==> src/rtl/vram_arbiter_if.sv <==
`default_nettype none
// ============================================================================
// Module   : vram_arbiter_if
// Brief    : Client request/acknowledge bus for the VRAM port B arbiter.
//            master = client side, slave = arbiter side.
// Revision : 1.0 - initial release
// ============================================================================
interface vram_arbiter_if #(
    parameter int ADDR_W = 16,
    parameter int DATA_W = 16
);
    logic              cl_req;
    logic              cl_we;
    logic [ADDR_W-1:0] cl_addr;
    logic [DATA_W-1:0] cl_wdata;
    logic              cl_ack;
    logic              cl_rvalid;
    logic [DATA_W-1:0] cl_rdata;

    modport master (
        output cl_req, cl_we, cl_addr, cl_wdata,
        input  cl_ack, cl_rvalid, cl_rdata
    );

    modport slave (
        input  cl_req, cl_we, cl_addr, cl_wdata,
        output cl_ack, cl_rvalid, cl_rdata
    );
endinterface
`default_nettype wire

==> src/rtl/vram_arbiter.sv <==
`default_nettype none
// ============================================================================
// Module   : vram_arbiter
// Brief    : Shares VRAM port B between the VGA fetch path (fixed slots,
//            never delayed) and one req/ack client using the free cycles.
// Revision : 1.0 - initial release
// ============================================================================
module vram_arbiter #(
    parameter int ADDR_W = 16,
    parameter int DATA_W = 16,
    parameter int RD_LAT = 1
) (
    input  wire                 clk,
    input  wire                 rst,
    input  wire                 vga_slot,
    input  wire  [ADDR_W-1:0]   vga_addr,
    output logic [DATA_W-1:0]   vga_q,
    vram_arbiter_if.slave       cl,
    input  wire                 stat_clr,
    output logic [15:0]         stall_cnt,
    output logic [ADDR_W-1:0]   ram_addr,
    output logic [DATA_W-1:0]   ram_d,
    output logic                ram_we,
    input  wire  [DATA_W-1:0]   ram_q
);

    localparam logic [1:0] c_IDLE      = 2'd0;
    localparam logic [1:0] c_RD_WAIT   = 2'd1;
    localparam logic [1:0] c_DONE      = 2'd2;
    localparam logic [1:0] c_WAIT_LAST = 2'(RD_LAT - 1);

    logic [1:0]        r_state;
    logic [1:0]        r_wait_cnt;
    logic              r_is_rd;
    logic [DATA_W-1:0] r_rdata;
    logic [15:0]       r_stall;
    logic [RD_LAT-1:0] r_vga_sr;
    logic [DATA_W-1:0] r_vga_hold;
    logic              w_issue;
    logic              w_capture;
    logic              w_vga_pipe;

    // Client owns the port only from IDLE, outside reset, in a non-VGA cycle
    assign w_issue   = rst & (r_state == c_IDLE) & cl.cl_req & ~vga_slot;
    assign w_capture = (r_state == c_RD_WAIT) & (r_wait_cnt == c_WAIT_LAST);

    // Port B mux: VGA address by default, client only on its issue cycle
    always_comb begin
        ram_addr = vga_addr;
        ram_d    = '0;
        ram_we   = 1'b0;
        if (w_issue) begin
            ram_addr = cl.cl_addr;
            ram_d    = cl.cl_wdata;
            ram_we   = cl.cl_we;
        end
    end

    // Client transaction FSM: IDLE -> (RD_WAIT) -> DONE -> IDLE
    always_ff @(posedge clk) begin
        if (!rst) begin
            r_state    <= c_IDLE;
            r_wait_cnt <= 2'd0;
            r_is_rd    <= 1'b0;
        end else begin
            case (r_state)
                c_IDLE: begin
                    if (w_issue) begin
                        r_is_rd    <= ~cl.cl_we;
                        r_wait_cnt <= 2'd0;
                        r_state    <= cl.cl_we ? c_DONE : c_RD_WAIT;
                    end
                end
                c_RD_WAIT: begin
                    if (r_wait_cnt == c_WAIT_LAST) begin
                        r_state <= c_DONE;
                    end else begin
                        r_wait_cnt <= r_wait_cnt + 2'd1;
                    end
                end
                c_DONE:  r_state <= c_IDLE;
                default: r_state <= c_IDLE;
            endcase
        end
    end

    // Read data is captured on the last wait cycle and held until the next read
    always_ff @(posedge clk) begin
        if (!rst) begin
            r_rdata <= '0;
        end else if (w_capture) begin
            r_rdata <= ram_q;
        end
    end

    // Saturating blocked-cycle counter; clear wins over increment
    always_ff @(posedge clk) begin
        if (!rst) begin
            r_stall <= 16'd0;
        end else if (stat_clr) begin
            r_stall <= 16'd0;
        end else if ((r_state == c_IDLE) && cl.cl_req && vga_slot && (r_stall != 16'hFFFF)) begin
            r_stall <= r_stall + 16'd1;
        end
    end

    // VGA slot delay line lines up vga_slot with the returning ram_q
    generate
        if (RD_LAT == 1) begin : g_pipe_1
            // Single-stage delay
            always_ff @(posedge clk) begin
                if (!rst) r_vga_sr <= '0;
                else      r_vga_sr <= vga_slot;
            end
        end else begin : g_pipe_n
            // Multi-stage delay
            always_ff @(posedge clk) begin
                if (!rst) r_vga_sr <= '0;
                else      r_vga_sr <= {r_vga_sr[RD_LAT-2:0], vga_slot};
            end
        end
    endgenerate

    assign w_vga_pipe = r_vga_sr[RD_LAT-1];

    // Last VGA fetch result, so client reads never show up on vga_q
    always_ff @(posedge clk) begin
        if (!rst) begin
            r_vga_hold <= '0;
        end else if (w_vga_pipe) begin
            r_vga_hold <= ram_q;
        end
    end

    assign vga_q        = w_vga_pipe ? ram_q : r_vga_hold;
    assign cl.cl_ack    = (r_state == c_DONE);
    assign cl.cl_rvalid = (r_state == c_DONE) & r_is_rd;
    assign cl.cl_rdata  = r_rdata;
    assign stall_cnt    = r_stall;

endmodule
`default_nettype wire

==> src/flat_wrapper.sv <==
// flat-port wrapper written by rule: the top's interface ports become plain ports
module vram_arbiter_flat 
#(
    parameter int ADDR_W = 16,
    parameter int DATA_W = 16,
    parameter int RD_LAT = 1
)
  (clk, rst, vga_slot, vga_addr, vga_q, stat_clr, stall_cnt, ram_addr, ram_d, ram_we, ram_q, cl_cl_req, cl_cl_we, cl_cl_addr, cl_cl_wdata, cl_cl_ack, cl_cl_rvalid, cl_cl_rdata);
  vram_arbiter_if #(.ADDR_W(ADDR_W), .DATA_W(DATA_W)) cl_i ();
  input  wire clk;
  input  wire rst;
  input  wire vga_slot;
  input  wire  [ADDR_W-1:0] vga_addr;
  output logic [DATA_W-1:0] vga_q;
  input  wire stat_clr;
  output logic [15:0] stall_cnt;
  output logic [ADDR_W-1:0] ram_addr;
  output logic [DATA_W-1:0] ram_d;
  output logic ram_we;
  input  wire  [DATA_W-1:0] ram_q;
  input wire logic [$bits(cl_i.cl_req)-1:0] cl_cl_req;
  input wire logic [$bits(cl_i.cl_we)-1:0] cl_cl_we;
  input wire logic [$bits(cl_i.cl_addr)-1:0] cl_cl_addr;
  input wire logic [$bits(cl_i.cl_wdata)-1:0] cl_cl_wdata;
  output wire logic [$bits(cl_i.cl_ack)-1:0] cl_cl_ack;
  output wire logic [$bits(cl_i.cl_rvalid)-1:0] cl_cl_rvalid;
  output wire logic [$bits(cl_i.cl_rdata)-1:0] cl_cl_rdata;
  assign cl_i.cl_req = cl_cl_req;
  assign cl_i.cl_we = cl_cl_we;
  assign cl_i.cl_addr = cl_cl_addr;
  assign cl_i.cl_wdata = cl_cl_wdata;
  assign cl_cl_ack = cl_i.cl_ack;
  assign cl_cl_rvalid = cl_i.cl_rvalid;
  assign cl_cl_rdata = cl_i.cl_rdata;
  vram_arbiter #(.ADDR_W(ADDR_W), .DATA_W(DATA_W), .RD_LAT(RD_LAT)) u_core (.clk(clk), .rst(rst), .vga_slot(vga_slot), .vga_addr(vga_addr), .vga_q(vga_q), .cl(cl_i), .stat_clr(stat_clr), .stall_cnt(stall_cnt), .ram_addr(ram_addr), .ram_d(ram_d), .ram_we(ram_we), .ram_q(ram_q));
endmodule
==> config.mk <==
export PLATFORM = sky130hd
export DESIGN_NAME = vram_arbiter_flat
export DESIGN_NICKNAME = d
export VERILOG_FILES = /design/src/rtl/vram_arbiter_if.sv /design/src/rtl/vram_arbiter.sv /design/src/flat_wrapper.sv
export SDC_FILE = /design/constraint.sdc
export NUM_CORES = 1
export LEC_CHECK = 0
export ABC_AREA = 1
export BUFFER_PORTS_ARGS = -buffer_cell sky130_fd_sc_hd__buf_2
export CAP_MARGIN = 5
export CELL_PAD_IN_SITES_DETAIL_PLACEMENT = 0
export CELL_PAD_IN_SITES_GLOBAL_PLACEMENT = 1
export CORE_ASPECT_RATIO = 1.1
export CORE_MARGIN = 2
export CORE_UTILIZATION = 32
export CTS_BUF_LIST = sky130_fd_sc_hd__clkbuf_2
export DETAILED_ROUTE_END_ITERATION = 10
export HOLD_SLACK_MARGIN = 0.02
export PLACE_DENSITY = 0.95
export SLEW_MARGIN = 15
export SYNTH_ARGS = -nofsm -noshare
export SYNTH_HDL_FRONTEND = slang
export SYNTH_SLANG_ARGS = --single-unit
==> constraint.sdc <==
create_clock -name clk -period 3.9 [get_ports clk]
set_input_delay 0.195 -clock clk [delete_from_list [all_inputs] [get_ports clk]]
set_output_delay 0.195 -clock clk [all_outputs]
set_load 0.1 [all_outputs]
== Word level (Yosys, flattened, before mapping) ==
Index checks and enable logic that the tools add are counted.
Widths: inputs -> output; s select.
Operators by class
  add/subtract/negate cells: 2
  eq/ne operators: 6
  mux-type cells: 11
  bitwise operators: 8
  reduce and logical (&&, ||, !) cells: 10
Operators with widths (number)
  $mux 16: 3
  $add 16x1->16 const B: 1
  $ne 16x16->1 const B: 1
  $mux 2: 5
  $pmux 2 s2: 2
  $and 1x1->1: 5
  $logic_not 2->1: 2
  $ne 2x2->1 const B: 2
  $reduce_and 2->1: 2
  $logic_and 1x1->1: 3
  $not 1->1: 3
  $reduce_and 3->1: 1
  $add 2x1->2 const B: 1
  $eq 2x1->1 const B: 1
  $eq 2x2->1 const B: 1
  $ne 2x1->1 const B: 1
  $reduce_bool 2->1: 1
  $reduce_or 2->1: 1
  $mux 1: 1
Storage, ports and cells
  register bits after elaboration: 54
  bits of input ports: 70
  output and inout port bits: 83
  word-level logic and storage cells: 44

== Depth between registers and ports, before layout ==
  depth after elaboration: 6
  depth in mapped cells: 9
  mapped depth without buffers: 9

== Worst setup path after synthesis ==
No wires, ideal clock.
  path type: register -> output
  start point: reg u_core.r_state[1]
  end point: out cl_cl_rvalid
  arrival: 2.572 ns
  required time: 3.705 ns
  path slack: 1.133 ns
  cell stages (with the launch flop): 3
  path buffers: 0
  cell sequence: dfxtp_1 > inv_1 > nor3b_1
On the way
  cells in the longest elaborated chain, start to end: 2
Ends and longest elaborated chain
  start, declared: RTL line vram_arbiter.sv:32  | logic [1:0] r_state;
  start signal, assigned: RTL line vram_arbiter.sv:62  | r_state <= c_IDLE;
  start signal, assigned: RTL line vram_arbiter.sv:71  | r_state <= cl.cl_we ? c_DONE : c_RD_WAIT;
  start signal, assigned: RTL line vram_arbiter.sv:76  | r_state <= c_DONE;
  $eq 2x2->1: RTL line vram_arbiter.sv:137  | assign cl.cl_rvalid = (r_state == c_DONE) & r_is_rd;
  $and 1x1->1: RTL line vram_arbiter.sv:137
  end, declared: RTL line flat_wrapper.sv:26  | output wire logic [$bits(cl_i.cl_rvalid)-1:0] cl_cl_rvalid;
Every way passes these cells.

== Worst setup path in the final report ==
  start point: reg u_core.r_state[0]
  end point: out ram_addr[11]
On the way
  cells in the longest elaborated chain, start to end: 5
Ends and longest elaborated chain
  $logic_not 2->1: RTL line vram_arbiter.sv:44  | assign w_issue = rst & (r_state == c_IDLE) & cl.cl_req & ~vga_slot;
  $and 1x1->1 (3 in series): RTL line vram_arbiter.sv:44
  $mux 16: RTL line vram_arbiter.sv:52  | if (w_issue) begin
  end, declared: RTL line flat_wrapper.sv:17  | output logic [ADDR_W-1:0] ram_addr;
Every way passes these cells.

==> results.md <==
- The run finished with clean final reports.
- The number of placement rows is 35.
- The worst setup path is launched from a flop.
- The most common cell type on the critical path is sky130_fd_sc_hd__nand2_1.
- The critical path in this run is classified as reg -> out.
- The total clock sinks is 54.
- The die is slightly above 90 µm wide.
- The initial antenna violation count was 0.
- The synthesized design contains 54 register bits.
- The worst-margin pin slew is 0.660 ns.
- The clock transition time at the flip-flop clock pins of the worst setup and hold paths is 0.26 ns.
- Buffers placed on the I/O ports in this run total 152.
- The post-synthesis instance total is approximately 420.
- Averaged over all synthesized cells, the footprint is 6.41 µm².
- The clock latency at the later pin of the worst-skew pair is 0.44 ns.
- Post-CTS repair changed the size of 0 cells.
- The area share of the leading cell type in the synthesized netlist is between 30% and 40%.
- The number of endpoints with negative hold slack in the final report was 0.
- The count of filler cells inserted in the layout is 904.
- Counting flops with a built-in enable in the synthesized netlist gives 0.
- The path class of the tightest hold or removal check is in -> reg.
- The maximum number of buffers from clock root to sink is 2.
- The maximum clock rate is approximately 380 MHz.
- The critical path data arrival time is 2.42 ns.
- Of all cell types, the one taking the most synthesized area is sky130_fd_sc_hd__dfxtp_1.
- The vertical die dimension is 101 µm.
- The count of antenna-violating nets left after detailed routing is 0.
- The worst path needs 2.62 ns of the cycle, external delays included.
- The HPWL after detailed placement is around 5900 µm.
- The synthesis warning total is 0.
- The delay contributed by the slowest stage of the critical path is about 0.46 ns.
- After synthesis, the share of flip-flops with an asynchronous set or reset is 0%.
- The detail-routed net length per standard cell is 11.5 µm.
- Setup repair after global routing left no endpoint under its margin.
- The post-place instance area is 3540 µm².
- The ratio of routed vias to standard cells is 4.57.
- The number of global-route vias before repair was 3002.
- The number of I/O pins is 153.
- The sequential element share of the synthesized area is about two fifths.
- TritonCTS created 5 clock buffers.
- The final critical path takes up 67.1% of the cycle.
- Counting every net in the synthesized netlist gives 495.
- For this block, the via count after detailed routing is ~3200.
- The placer's final routability congestion estimate is 0.800.
- In this design, the largest share of critical-path delay is due to buffers and inverters.
- Summed over all cells, the static leakage comes to 1.94 nW.
- The core region is 8320 µm².
- The repair_antennas step left the layout with diodes totalling 0.
- The H-tree generated during clock tree synthesis spans 2 levels.
- Traced cell by cell, the critical path runs through nor2_1, nand4_1, buf_4, clkinv_1, nand2_1, nand2_1, buf_2.
- Across every metal layer, demand over resource in global routing totals 17.3%.
- The total standard cell area after synthesis is 2710 µm².
- STA classifies the critical path endpoint as a primary output.
- The relative slew slack is 55.9%.
- The most used flip-flop cell after synthesis is sky130_fd_sc_hd__dfxtp_1.
- The fraction of layout instances using a drive strength above 1 is 28.6%.
- For this run, the post-layout net count is 659.
- TritonCTS built the clock tree.
- The die covers 9220 µm².
- The required arrival time at the worst endpoint is 3.70 ns.
- The layout overhead on the synthesized area is 39.5%.
- The most common cell in the synthesized netlist is sky130_fd_sc_hd__nand2_1.
- In this run the clock root is driven by a sky130_fd_sc_hd__clkbuf_2.
- Setup violations remaining at the end of the flow were counted as 0.
- The commonest cells after synthesis are sky130_fd_sc_hd__nand2_1 (164), sky130_fd_sc_hd__dfxtp_1 (54), sky130_fd_sc_hd__a21oi_1 (49).
- The remaining global-route overflow is 0.
- Summed over all failing endpoints, the final setup total negative slack is 0 ns.
- The critical path buffer and inverter count is 3.
- The number of search-and-repair iterations in the first detailed-routing pass is 4.
- The first global-routing pass estimated roughly 13000 µm of wire.
- For this run, design rule violations remaining after detail routing come to 0.
- The synthesized netlist contains 26 unique library cells.
- The first routing iteration left 95 violations.
- After detailed routing, the total wire length is 8050 µm.
- Entering global routing, the biggest net connects 39 pins.
- For this design, the slowest cell found on the critical path is sky130_fd_sc_hd__dfxtp_1.
- The power density relative to cell area is 319 nW/µm².
- With fillers left out, the area of the finished cells amounts to ~3800 µm².
- The max-cap violation count is 0.
- The worst supply voltage drop on vdd is 145 µV.
- The starting utilization of the core area is 32.6%.
- The post-CTS setup buffer count is 0.
- The total count of max-transition violations in the final report is 0.
- Between clock sinks in the finished design, the worst skew comes to between 0.008 and 0.009 ns.
- The maximum fanout encountered on the critical timing path is 38.
- After synthesis, the cell types taking the most area are sky130_fd_sc_hd__dfxtp_1 (40%), sky130_fd_sc_hd__nand2_1 (23%), sky130_fd_sc_hd__a21oi_1 (9.0%).
## per-stage QoR
| stage | setup slack, ns | utilization (%) | power [mW] | hold slack, ns | instances |
|---|---|---|---|---|---|
| 2_1_floorplan | 1.13 | - | 0.891 | 0.288 | 423 |
| 3_3_place_gp | 1.89 | 42.6 | 0.972 | 0.421 | 671 |
| 3_5_place_dp | 1.80 | 42.6 | 0.975 | 0.419 | 671 |
| 4_1_cts | 1.24 | 45.4 | 1.22 | 0.0883 | 698 |
| 5_1_grt | 0.985 | 45.4 | 1.26 | 0.109 | 698 |
| 6_report | 1.28 | 45.4 | 1.21 | 0.116 | 698 |
## registers in the layout, indices dropped and copies added, names as in the netlist
| signal | count |
|---|---|
| u_core.cl.cl_rdata | 16 |
| u_core.r_vga_hold | 16 |
| u_core.stall_cnt | 16 |
| u_core.r_state | 2 |
| u_core.r_wait_cnt | 2 |
| u_core.r_is_rd | 1 |
| u_core.r_vga_sr | 1 |
## placed cells by master, fill, tap and decap left out, drive strengths merged, types with 4 or more instances in the layout
master / n
nand2: 166
a21oi: 49
nor2: 49
inv: 36
clkbuf: 5
dfxtp: 54
nand4: 5
clkinv: 4
buf: 153
dlygate4sd3: 20
nand3: 30
## path summary, 6_finish.rpt
kind,start,endpoint,slack [ns],cells past startpoint
worst max-delay path,u_core.r_state[0]$_SDFFE_PN0P_,ram_addr[11],1.28,7
worst min-delay path,stat_clr,u_core.stall_cnt[14]$_SDFFE_PP0P_,0.12,4
worst max register to register,u_core.r_wait_cnt[0]$_SDFFE_PN0P_,u_core.cl.cl_rdata[1]$_SDFFE_PN0P_,1.99,5
worst min register to register,u_core.cl.cl_rdata[7]$_SDFFE_PN0P_,u_core.cl.cl_rdata[7]$_SDFFE_PN0P_,0.48,2
## worst register-to-register path: stages (launching register included)
cell and delay [ns]:
sky130_fd_sc_hd__dfxtp_1 0.37, sky130_fd_sc_hd__inv_1 0.09, sky130_fd_sc_hd__ha_1 0.58, sky130_fd_sc_hd__nand2_1 0.52
sky130_fd_sc_hd__nand2_1 0.19, sky130_fd_sc_hd__a21oi_1 0.07
## cell type report
class / count / area, µm² / area share, %
multi-input combinational: 315 / 1410 / 37.3
sequential: 54 / 1080 / 28.6
timing repair buffer: 173 / 968 / 25.6
inverter: 38 / 143 / 3.77
tap: 111 / 139 / 3.67
clock buffer: 5 / 25.0 / 0.662
clock inverter: 2 / 13.8 / 0.364
## kinds of logic after synthesis
family / synth area share, %
compound gates: 10.8
simple gates: 38.3
buf+inv: 8.08
flops: 39.9
fa+ha+maj: 0.923
xor+xnor: 1.94
## power breakdown
part	internal [mW]	switching, mW
Sequential	0.566	0.00742
Clock	0.0427	0.182
Combinational	0.0814	0.326
Total	0.690	0.515
## timing repair
action                                 CTS  global route
endpoints found under the hold margin   36             0
setup endpoints to repair                0             0
hold buffers                            20             0
## layer usage
metal	track usage (%)	vias up	wire length [µm]
met5	0	-	0
met4	4.13	0	99
met3	2.99	12	337
met2	32.0	87	3920
met1	20.8	1435	3690
li1	-	1656	-
No activity file was read; power rests on OpenSTA's default activity.
